File: src/rtl/decoder_for_out_pkg.sv
// Purpose  : shared defaults and a size-legality helper for the output-select decoder.
// Latency  : n/a (constants and a constant function only).
// Backpress: n/a.
// Ports    : none.
package decoder_for_out_pkg;

  // Default geometry: a 6-bit one-based index selecting one of 34 output routes.
  localparam int DEC_IN_SIZE  = 6;
  localparam int DEC_OUT_SIZE = 34;

  // True when out_size outputs can each be given a distinct non-zero index
  // in an in_size-bit field. Index 0 is reserved for "none", so the largest
  // usable count is 2**in_size - 1. Evaluated at elaboration time.
  function automatic bit dec_size_ok(input int in_size, input int out_size);
    longint max_idx;
    max_idx = (longint'(1) << in_size) - 1;
    return (out_size >= 1) && (longint'(out_size) <= max_idx);
  endfunction

endpackage

File: src/rtl/decoder_for_out_onehot_dec.sv
// Purpose  : combinational one-based index to one-hot decode core.
// Latency  : zero cycles; purely combinational, no clock needed.
// Backpress: none; the input may change every cycle.
// Ports    : in    - one-based index, 0 = none
//            out   - one-hot select, bit (in-1) set when in is in range
//            valid - 1 when 1 <= in <= OUT_SIZE
module onehot_dec
  import decoder_for_out_pkg::*;
#(
  parameter int IN_SIZE  = DEC_IN_SIZE,
  parameter int OUT_SIZE = DEC_OUT_SIZE
) (
  input  logic [IN_SIZE-1:0]  in,
  output logic [OUT_SIZE-1:0] out,
  output logic                valid
);

  // Each output bit is an independent full-width equality compare, so an
  // out-of-range index can never alias onto a low bit through truncation.
  always_comb begin
    out = '0;
    for (int j = 0; j < OUT_SIZE; j++) begin
      out[j] = (in == IN_SIZE'(j + 1));
    end
  end

  // Range check kept separate from the one-hot vector so valid does not sit
  // behind a wide OR-reduce of the decode.
  always_comb begin
    valid = (in != '0) && (in <= IN_SIZE'(OUT_SIZE));
  end

endmodule

File: src/rtl/decoder_for_out.sv
// Purpose  : output-path select decoder; one-hot enables plus a registered copy.
// Latency  : out/valid zero cycles; out_q/valid_q one cycle after the sampling edge.
// Backpress: none; no handshake, the index may change every cycle.
// Ports    : clk     - system clock
//            nrst    - asynchronous active-low reset (clears registered outputs only)
//            in      - one-based index, 0 = none
//            out     - combinational one-hot decode of in
//            valid   - combinational, 1 when 1 <= in <= OUT_SIZE
//            out_q   - out registered on rising clk
//            valid_q - valid registered on rising clk
module decoder_for_out
  import decoder_for_out_pkg::*;
#(
  parameter int IN_SIZE  = DEC_IN_SIZE,
  parameter int OUT_SIZE = DEC_OUT_SIZE
) (
  input  logic                clk,
  input  logic                nrst,
  input  logic [IN_SIZE-1:0]  in,
  output logic [OUT_SIZE-1:0] out,
  output logic [OUT_SIZE-1:0] out_q,
  output logic                valid,
  output logic                valid_q
);

  // Reject geometries where some output could not be addressed by a
  // distinct non-zero index.
  if (!dec_size_ok(IN_SIZE, OUT_SIZE)) begin : g_bad_size
    $error("decoder_for_out: OUT_SIZE=%0d must be in 1..2**IN_SIZE-1 (IN_SIZE=%0d)",
           OUT_SIZE, IN_SIZE);
  end

  logic [OUT_SIZE-1:0] w_out;
  logic                w_valid;
  logic [OUT_SIZE-1:0] r_out_q;
  logic                r_valid_q;

  onehot_dec #(
    .IN_SIZE  (IN_SIZE),
    .OUT_SIZE (OUT_SIZE)
  ) u_onehot_dec (
    .in    (in),
    .out   (w_out),
    .valid (w_valid)
  );

  // Reset reaches only the register bank; the combinational decode keeps
  // tracking the index while nrst is low.
  always_ff @(posedge clk or negedge nrst) begin
    if (!nrst) begin
      r_out_q   <= '0;
      r_valid_q <= 1'b0;
    end else begin
      r_out_q   <= w_out;
      r_valid_q <= w_valid;
    end
  end

  assign out     = w_out;
  assign valid   = w_valid;
  assign out_q   = r_out_q;
  assign valid_q = r_valid_q;

endmodule

File: config.mk
export PLATFORM = sky130hd
export DESIGN_NAME = decoder_for_out
export DESIGN_NICKNAME = d
export VERILOG_FILES = /design/src/rtl/decoder_for_out_pkg.sv /design/src/rtl/decoder_for_out_onehot_dec.sv /design/src/rtl/decoder_for_out.sv
export SDC_FILE = /design/constraint.sdc
export NUM_CORES = 1
export LEC_CHECK = 0
export CAP_MARGIN = 20
export CORE_MARGIN = 2
export CORE_UTILIZATION = 50
export CTS_CLUSTER_DIAMETER = 120
export CTS_CLUSTER_SIZE = 30
export DETAILED_ROUTE_END_ITERATION = 6
export DONT_BUFFER_PORTS = 1
export GPL_TIMING_DRIVEN = 0
export PLACE_DENSITY_LB_ADDON = 0.12
export SLEW_MARGIN = 5
export SYNTH_ARGS = -nofsm -noshare
export SYNTH_HDL_FRONTEND = slang
export SYNTH_SLANG_ARGS = --single-unit
File: constraint.sdc
create_clock -name clk -period 1.9 [get_ports clk]
set_input_delay 0.57 -clock clk [delete_from_list [all_inputs] [get_ports clk]]
set_output_delay 0.57 -clock clk [all_outputs]
set_load 0.05 [all_outputs]
; Word level (Yosys, flattened, before mapping)
; Cells that the tools add are included.
[word_totals]
word_cells = 39
input_bits = 8
reg_bits = 35
out_inout_bits = 70
[classes]
n_eq_ne = 34
reduce_logical = 2
magnitude_cmp = 1
[op_table]
columns = cell, n
row1 = $eq 6x5->1 const B, 16
row2 = $eq 6x4->1 const B, 8
row3 = $eq 6x3->1 const B, 4
row4 = $eq 6x6->1 const B, 3
row5 = $eq 6x2->1 const B, 2
row6 = $eq 6x1->1 const B, 1
row7 = $le 6x6->1 const B, 1
row8 = $reduce_bool 6->1, 1
row9 = $logic_and 1x1->1, 1

; Longest topological paths before layout
; Gate-level depths: netlist (run 1).
[logic_depth]
ltp_word = 2
ltp_mapped = 4
ltp_nobuf = 2

; Modules after synthesis
; Synthesis (run 1) repeated with hierarchy kept, for this count alone.
[unflattened]
hier_cells = 89
hier_area_um2 = 1164.9
[by_module_without_submodules]
columns = module, area_per_inst_um2, cells_each, n_inst
row1 = decoder_for_out, 875.8, 35, 1
row2 = onehot_dec, 289.0, 54, 1

; Least setup slack after synthesis (run 1)
; OpenSTA, ideal clock, no wires.
[synth_path]
kind = input -> output
startpoint = in in[0]
endpoint = out out[1]
path_stages = 4
required_time_ns = 1.330
path_slack_ns = -1.284
path_buffers = 2
arrival_ns = 2.614
cell_sequence = buf_2 -> nand2b_1 -> clkbuf_1 -> nor4_1
[synth_between]
elab_chain_cells = 1
[synth_rtl]
columns = item, line_no
row1 = "start, declared", decoder_for_out.sv:19  ; input logic [IN_SIZE-1:0] in,
row2 = $eq 6x2->1, decoder_for_out_onehot_dec.sv:23  ; out[j] = (in == IN_SIZE'(j + 1));
row3 = "end, declared", decoder_for_out.sv:20  ; output logic [OUT_SIZE-1:0] out,
; No other way between the ends.

; Worst setup path after layout (run 1)
[layout_path]
startpoint = in in[5]
endpoint = out out[5]
[layout_between]
elab_chain_cells = 1
[layout_rtl]
columns = item, line_no
row1 = $eq 6x3->1, decoder_for_out_onehot_dec.sv:23
; No other way between the ends.

==> results of run 1 <==
==> cells by family (layout without fill, tap and decap cells) <==
logic type      count (synthesis)  in the layout  synth area share, %
buf+inv                         8             40                 4.14
simple gates                   50             50                 23.6
compound gates                  2              2                 1.52
flops                          35             35                 70.7
==> final timing paths <==
| path | from | end | slack, ns | cells past startpoint |
|---|---|---|---|---|
| max | in[5] | out[5] | -0.35 | 4 |
| min | nrst | out_q[21] | 0.06 | 1 |
| max in group asynchronous | nrst | out_q[3] | 1.67 | 1 |
| min in group clk | in[0] | out_q[0] | 0.48 | 2 |
==> what timing repair did <==
| action | in CTS | in global routing |
|---|---|---|
| hold buffers | 1 | 0 |
| pin swaps | 20 | 14 |
| setup endpoints to repair | 35 | 35 |
| hold endpoints to repair | 35 | 0 |
| resized for setup | 21 | 4 |
| buffers inserted | 25 | 2 |
==> flip-flops by register name, indices dropped and copies added, names as in the netlist <==
name and count:
out_q 34, valid_q 1
==> area by class of cell <==
| cell class | instances | area share (%) |
|---|---|---|
| Multi-Input combinational cell | 52 | 33.4 |
| Tap cell | 30 | 1.85 |
| Timing Repair Buffer | 28 | 14.5 |
| Clock buffer | 6 | 2.53 |
| Clock inverter | 1 | 0.247 |
| Buffer | 5 | 4.32 |
| Sequential cell | 35 | 43.2 |
==> layout by cell type, fill, tap and decap left out <==
cell type | synthesis | routed
or4b_4 | 2 | 3
buf_12 | 0 | 8
nor2_4 | 0 | 17
nand4b_1 | 1 | 1
a22oi_2 | 0 | 1
nand2b_2 | 0 | 1
nand2_1 | 2 | 2
clkbuf_4 | 0 | 5
a2111o_1 | 1 | 1
dfrtp_1 | 35 | 35
nor4_4 | 0 | 4
clkbuf_8 | 0 | 1
nand2b_4 | 0 | 3
or2_4 | 0 | 1
nand2b_1 | 6 | 2
nor3_1 | 13 | 2
buf_6 | 2 | 7
buf_4 | 1 | 17
buf_8 | 0 | 1
clkinv_2 | 0 | 1
nand4bb_4 | 0 | 1
nor3_4 | 0 | 13
==> critical path: stages <==
cell	delay [ns]
buf_12	0.10
or4b_4	0.53
buf_4	0.19
nor2_4	0.29
==> per-stage QoR <==
stage               TNS (ns)  hold WS (ns)  area, sq um  utilization, %  total power, mW
finish                 -8.02        0.0612         2030            84.2             1.42
detailed placement    -11.12         0.275         1670            69.4            0.970
floorplan              -8.17         0.274         1640               -            0.954
global placement      -10.57         0.275         1670            69.4            0.967
global route           -9.04        0.0537         2030            84.2             1.48
CTS                    -8.17        0.0492         1990            82.5             1.42
==> per-layer routing <==
metal / share of wire (%) / vias up / global-route usage (%)
li1: - / 393 / -
met1: 37 / 461 / 30.3
met2: 52 / 51 / 37.2
met3: 9.2 / 5 / 11.7
met4: 1.1 / 0 / 6.41
met5: 0 / - / 0
==> power by group through the flow <==
stage	Combinational, mW	Sequential [mW]	Clock, mW
CTS	0.228	0.786	0.410
detailed placement	0.169	0.801	0
global route	0.250	0.788	0.446
finish	0.236	0.786	0.398
global placement	0.166	0.801	0
floorplan	0.154	0.800	0
==> impl_metrics.py, run 1 <==
metrics = {
    "cts": {
        "cts_tree": "done",
        "root_buffer": "clkbuf_4",
        "clockBufferDepth": 2,
        "clock_sinks": 35,
        "cts_max_level": 2,
        "cts_buffers": 5,
        "clk_pin_slew_ns": 0.10,
    },
    "worst_setup_path": {
        "cp.required_ns": 1.33,
        "crit_path_end_kind": "output pin",
        "crit_path_start_kind": "input pin",
        "cp.arrival_ns": 1.68,
        "critPathMaxFanout": 5,
        "path_class": "input pin to output pin",
    },
    "sta": {
        "min_period_ns": 2.25,
        "fmax_ghz": 0.444,
        "max-slew-margin-rel_pct": 46.6,
        "worst_pin_slew_ns": 0.796,
        "hold_viol": 0,
        "fin_crit_sh_pct": 119,
        "rsz0062_at_grt": "true",
        "timing.final.ws_setup_ns": -0.354,
        "setup_viol": 35,
        "maxSlewViolCount": 0,
    },
    "cells_and_area": {
        "nFillCells": 121,
        "area.growth.synth_to_final_pct": 63.8,
        "final-seq-area_sq_um": 876,
        "fin_cells": 157,
        "diodes": 0,
        "drive_above_1_share_pct": 66.1,
        "nNetsFinal": 135,
        "multi_input_area_sq_um": 678,
    },
    "floorplanning": {
        "fp.dieArea_sq_um": 2890,
        "coreArea_sq_um": 2410,
        "row_count": 18,
        "top_level_ports": 78,
        "fp.dieH_microns": 53.8,
        "initial_utilization_pct": 51.4,
        "die_w_microns": 53.8,
    },
    "global_routing": {
        "grt_pass1_vias": 896,
        "antenna_found_initial": 0,
        "grt_overflow_total": 0,
        "grt_pass1_wl_mm": 4.67,
        "grt_use_total_pct": 24.1,
        "grt_max_degree": 36,
    },
    "synthesis": {
        "netlist_top_cells_area": "dfrtp_1 (71%), nor3_1 (5.3%), nor2_1 (3.9%)",
        "syn_nets": 103,
        "synth.most_common_cell": "dfrtp_1",
        "ys_ff_latch": 35,
        "netlist_top_cells_count": "dfrtp_1 (35), nor2_1 (13), nor3_1 (13)",
        "yosys_warnings": 0,
        "ys_types": 20,
        "synthFlopType": "dfrtp_1",
        "netlist.area_leader.share_pct": 70.7,
        "synth-seq-area-share_pct": 70.7,
        "synth_edf_count": 0,
        "avgSynthCellArea_sq_um": 13.0,
        "synth_area_sq_um": 1240,
        "async_flop_share_pct": 100,
        "synth_top_cell_by_area": "dfrtp_1",
        "synthCells": 95,
    },
    "power": {
        "pwr-share-seq_pct": 55.3,
        "p_leak_nw": 0.918,
        "combPwrFrac_pct": 16.6,
        "internal_power_mw": 1.02,
        "pwr-share-clk_pct": 28.0,
        "power_density_nw_per_um2": 700,
        "p_switching_uw": 403,
        "sw_frac_of_total_pct": 28.4,
        "ir_drop_mv": 0.588,
    },
    "place": {
        "dpl.cell_count": 125,
        "dpl.hpwl_mm": 2.04,
        "pre_cts_ws_ns": -0.561,
        "numPortBuffers": 0,
        "place.gp.congestion": 0.663,
    },
    "route": {
        "dr.pass1.iters": 4,
        "drc_errors": 0,
        "vias_per_cell": 5.80,
        "drt_iter0_markers": 10,
        "vias": 910,
        "antenna_left": 0,
        "wl_per_cell_microns": 20.6,
        "totalWireLength_mm": 3.24,
    },
    "hold_path": {
        "hold_class": "input pin to async pin",
    },
    "flow_run": {
        "cap_violations": 0,
    },
    "status": {
        "violations": "negative setup slack",
        "outcome": "complete, but fails checks",
    },
}
No activity file was read; power rests on OpenSTA's default activity.
==> run 2, diff against run 1 <==
==> constraint.sdc (replaced) <==
create_clock -name clk -period 2.5 [get_ports clk]
set_input_delay 0.75 -clock clk [delete_from_list [all_inputs] [get_ports clk]]
set_output_delay 0.75 -clock clk [all_outputs]
set_load 0.05 [all_outputs]
==> impl_metrics.py, run 2 (synthesis gave the netlist of run 1 again) <==
metrics = {
    "status": {
        "outcome": "complete, but fails checks",
        "violations": "negative setup slack",
    },
    "cells_and_area": {
        "nNetsFinal": 145,
        "largest_register_ffs": 34,
        "diodes": 0,
        "final_cell_mix": "dfrtp_1 (35), buf_4 (26), nor2_4 (15)",
        "drive_above_1_share_pct": 68.6,
        "nFillCells": 102,
        "area.growth.synth_to_final_pct": 68.1,
        "mostFrequentLayoutCell": "dfrtp_1",
        "final_util_pct": 86.4,
    },
    "route": {
        "drt_iter0_markers": 13,
        "drc_errors": 0,
        "vias": 1019,
        "totalWireLength_mm": 4.12,
        "vias_per_cell": 6.10,
        "dr.pass1.iters": 4,
        "antenna_left": 0,
        "wl_per_cell_microns": 24.7,
    },
    "floorplanning": {
        "die_w_microns": 53.8,
        "fp.dieArea_sq_um": 2890,
        "top_level_ports": 78,
        "coreArea_sq_um": 2410,
        "row_count": 18,
        "initial_utilization_pct": 51.4,
        "fp.dieH_microns": 53.8,
    },
    "cts": {
        "cts_buffers": 5,
        "cts_max_level": 2,
        "hold_buffers": 0,
        "clockBufferDepth": 2,
        "clock_sinks": 35,
        "clk_pin_slew_ns": 0.10,
        "root_buffer": "clkbuf_4",
        "cts_tree": "done",
    },
    "global_routing": {
        "grt_pass1_wl_mm": 4.93,
        "grt_overflow_total": 0,
        "antenna_found_initial": 0,
        "grt_pass1_vias": 912,
        "grt_use_total_pct": 25.5,
        "grt_max_degree": 36,
    },
    "worst_setup_path": {
        "cp_slowest_cell": "or4b_4",
        "crit_path_start_kind": "input pin",
        "crit_chain": "buf_6 > or4b_4 > nor3_4",
        "critPathMaxFanout": 10,
        "cp.arrival_ns": 1.91,
        "cpLargestDelayFamily": "simple AND/OR/NAND/NOR gates",
        "crit_cells": 3,
        "path_class": "input pin to output pin",
        "crit_path_start": "in[4]",
        "cp.required_ns": 1.75,
        "max_stage_delay_ns": 0.52,
        "crit_path_end_kind": "output pin",
        "crit_end": "out[3]",
        "cp_num_buf_inv": 1,
    },
    "sta": {
        "timing.final.ws_setup_ns": -0.158,
        "rsz0062_at_grt": "true",
        "hold_viol": 0,
        "min_period_ns": 2.66,
        "fin_tns_setup_ns": -1.88,
        "fin_crit_sh_pct": 106,
        "setup_viol": 26,
        "fin_hold_ws_ns": 0.0961,
        "max-slew-margin-rel_pct": 46.7,
        "fmax_ghz": 0.376,
        "worst_pin_slew_ns": 0.793,
        "maxSlewViolCount": 0,
    },
    "power": {
        "total_power_mw": 1.10,
        "p_leak_nw": 0.963,
        "power_density_nw_per_um2": 526,
        "ir_drop_mv": 0.489,
    },
    "place": {
        "pre_cts_ws_ns": -0.313,
        "dpl.hpwl_mm": 1.98,
        "place.gp.congestion": 0.673,
        "numPortBuffers": 0,
    },
    "hold_path": {
        "hold_class": "input pin to async pin",
    },
    "flow_run": {
        "cap_violations": 0,
    },
}
run 2: worst min-delay path by stage:
stage          startpoint        end  slack, ns  cells past startpoint
5_1_grt              nrst  out_q[12]       0.07                      0
3_5_place_dp         nrst  out_q[12]       0.46                      0
4_1_cts              nrst    valid_q       0.08                      0
2_1_floorplan        nrst   out_q[0]       0.45                      0
6_report             nrst   out_q[3]        0.1                      0
3_3_place_gp         nrst  out_q[12]       0.46                      0
run 2: cell type report:
| class | count | area (sq um) | area share (%) |
|---|---|---|---|
| Clock inverter | 1 | 5.00 | 0.240 |
| Tap cell | 30 | 37.5 | 1.80 |
| Clock buffer | 6 | 51.3 | 2.46 |
| Timing Repair Buffer | 38 | 363 | 17.4 |
| Buffer | 5 | 76.3 | 3.67 |
| Sequential cell | 35 | 876 | 42.1 |
| Multi-Input combinational cell | 52 | 673 | 32.3 |
run 2: power by group:
| group | total, mW | switching (mW) | internal (mW) | leakage, nW |
|---|---|---|---|---|
| logic | 0.188 | 0.109 | 0.0786 | 0.444 |
| registers | 0.598 | 0.0261 | 0.572 | 0.485 |
| clock network | 0.309 | 0.179 | 0.130 | 0.0341 |
| total | 1.10 | 0.314 | 0.781 | 0.963 |
run 2: routing by layer:
metal	wire length (microns)	global-route usage (%)	vias up
met1	1550	29.5	526
li1	-	-	413
met5	0	0	-
met2	2080	42.1	69
met4	109	10.3	0
met3	371	10.3	11
run 2: what timing repair did:
action / 4_1_cts / 5_1_grt
pin swaps: 17 / 20
setup buffers: 20 / 18
gates resized for setup: 27 / 16
endpoints found under the setup margin: 33 / 31
run 2: metrics by stage:
step / area (sq um) / cells
after floorplan: 1570 / 95
after global placement: 1610 / 125
after detailed placement: 1610 / 125
after CTS: 1920 / 151
after global routing: 2080 / 167
final: 2080 / 167
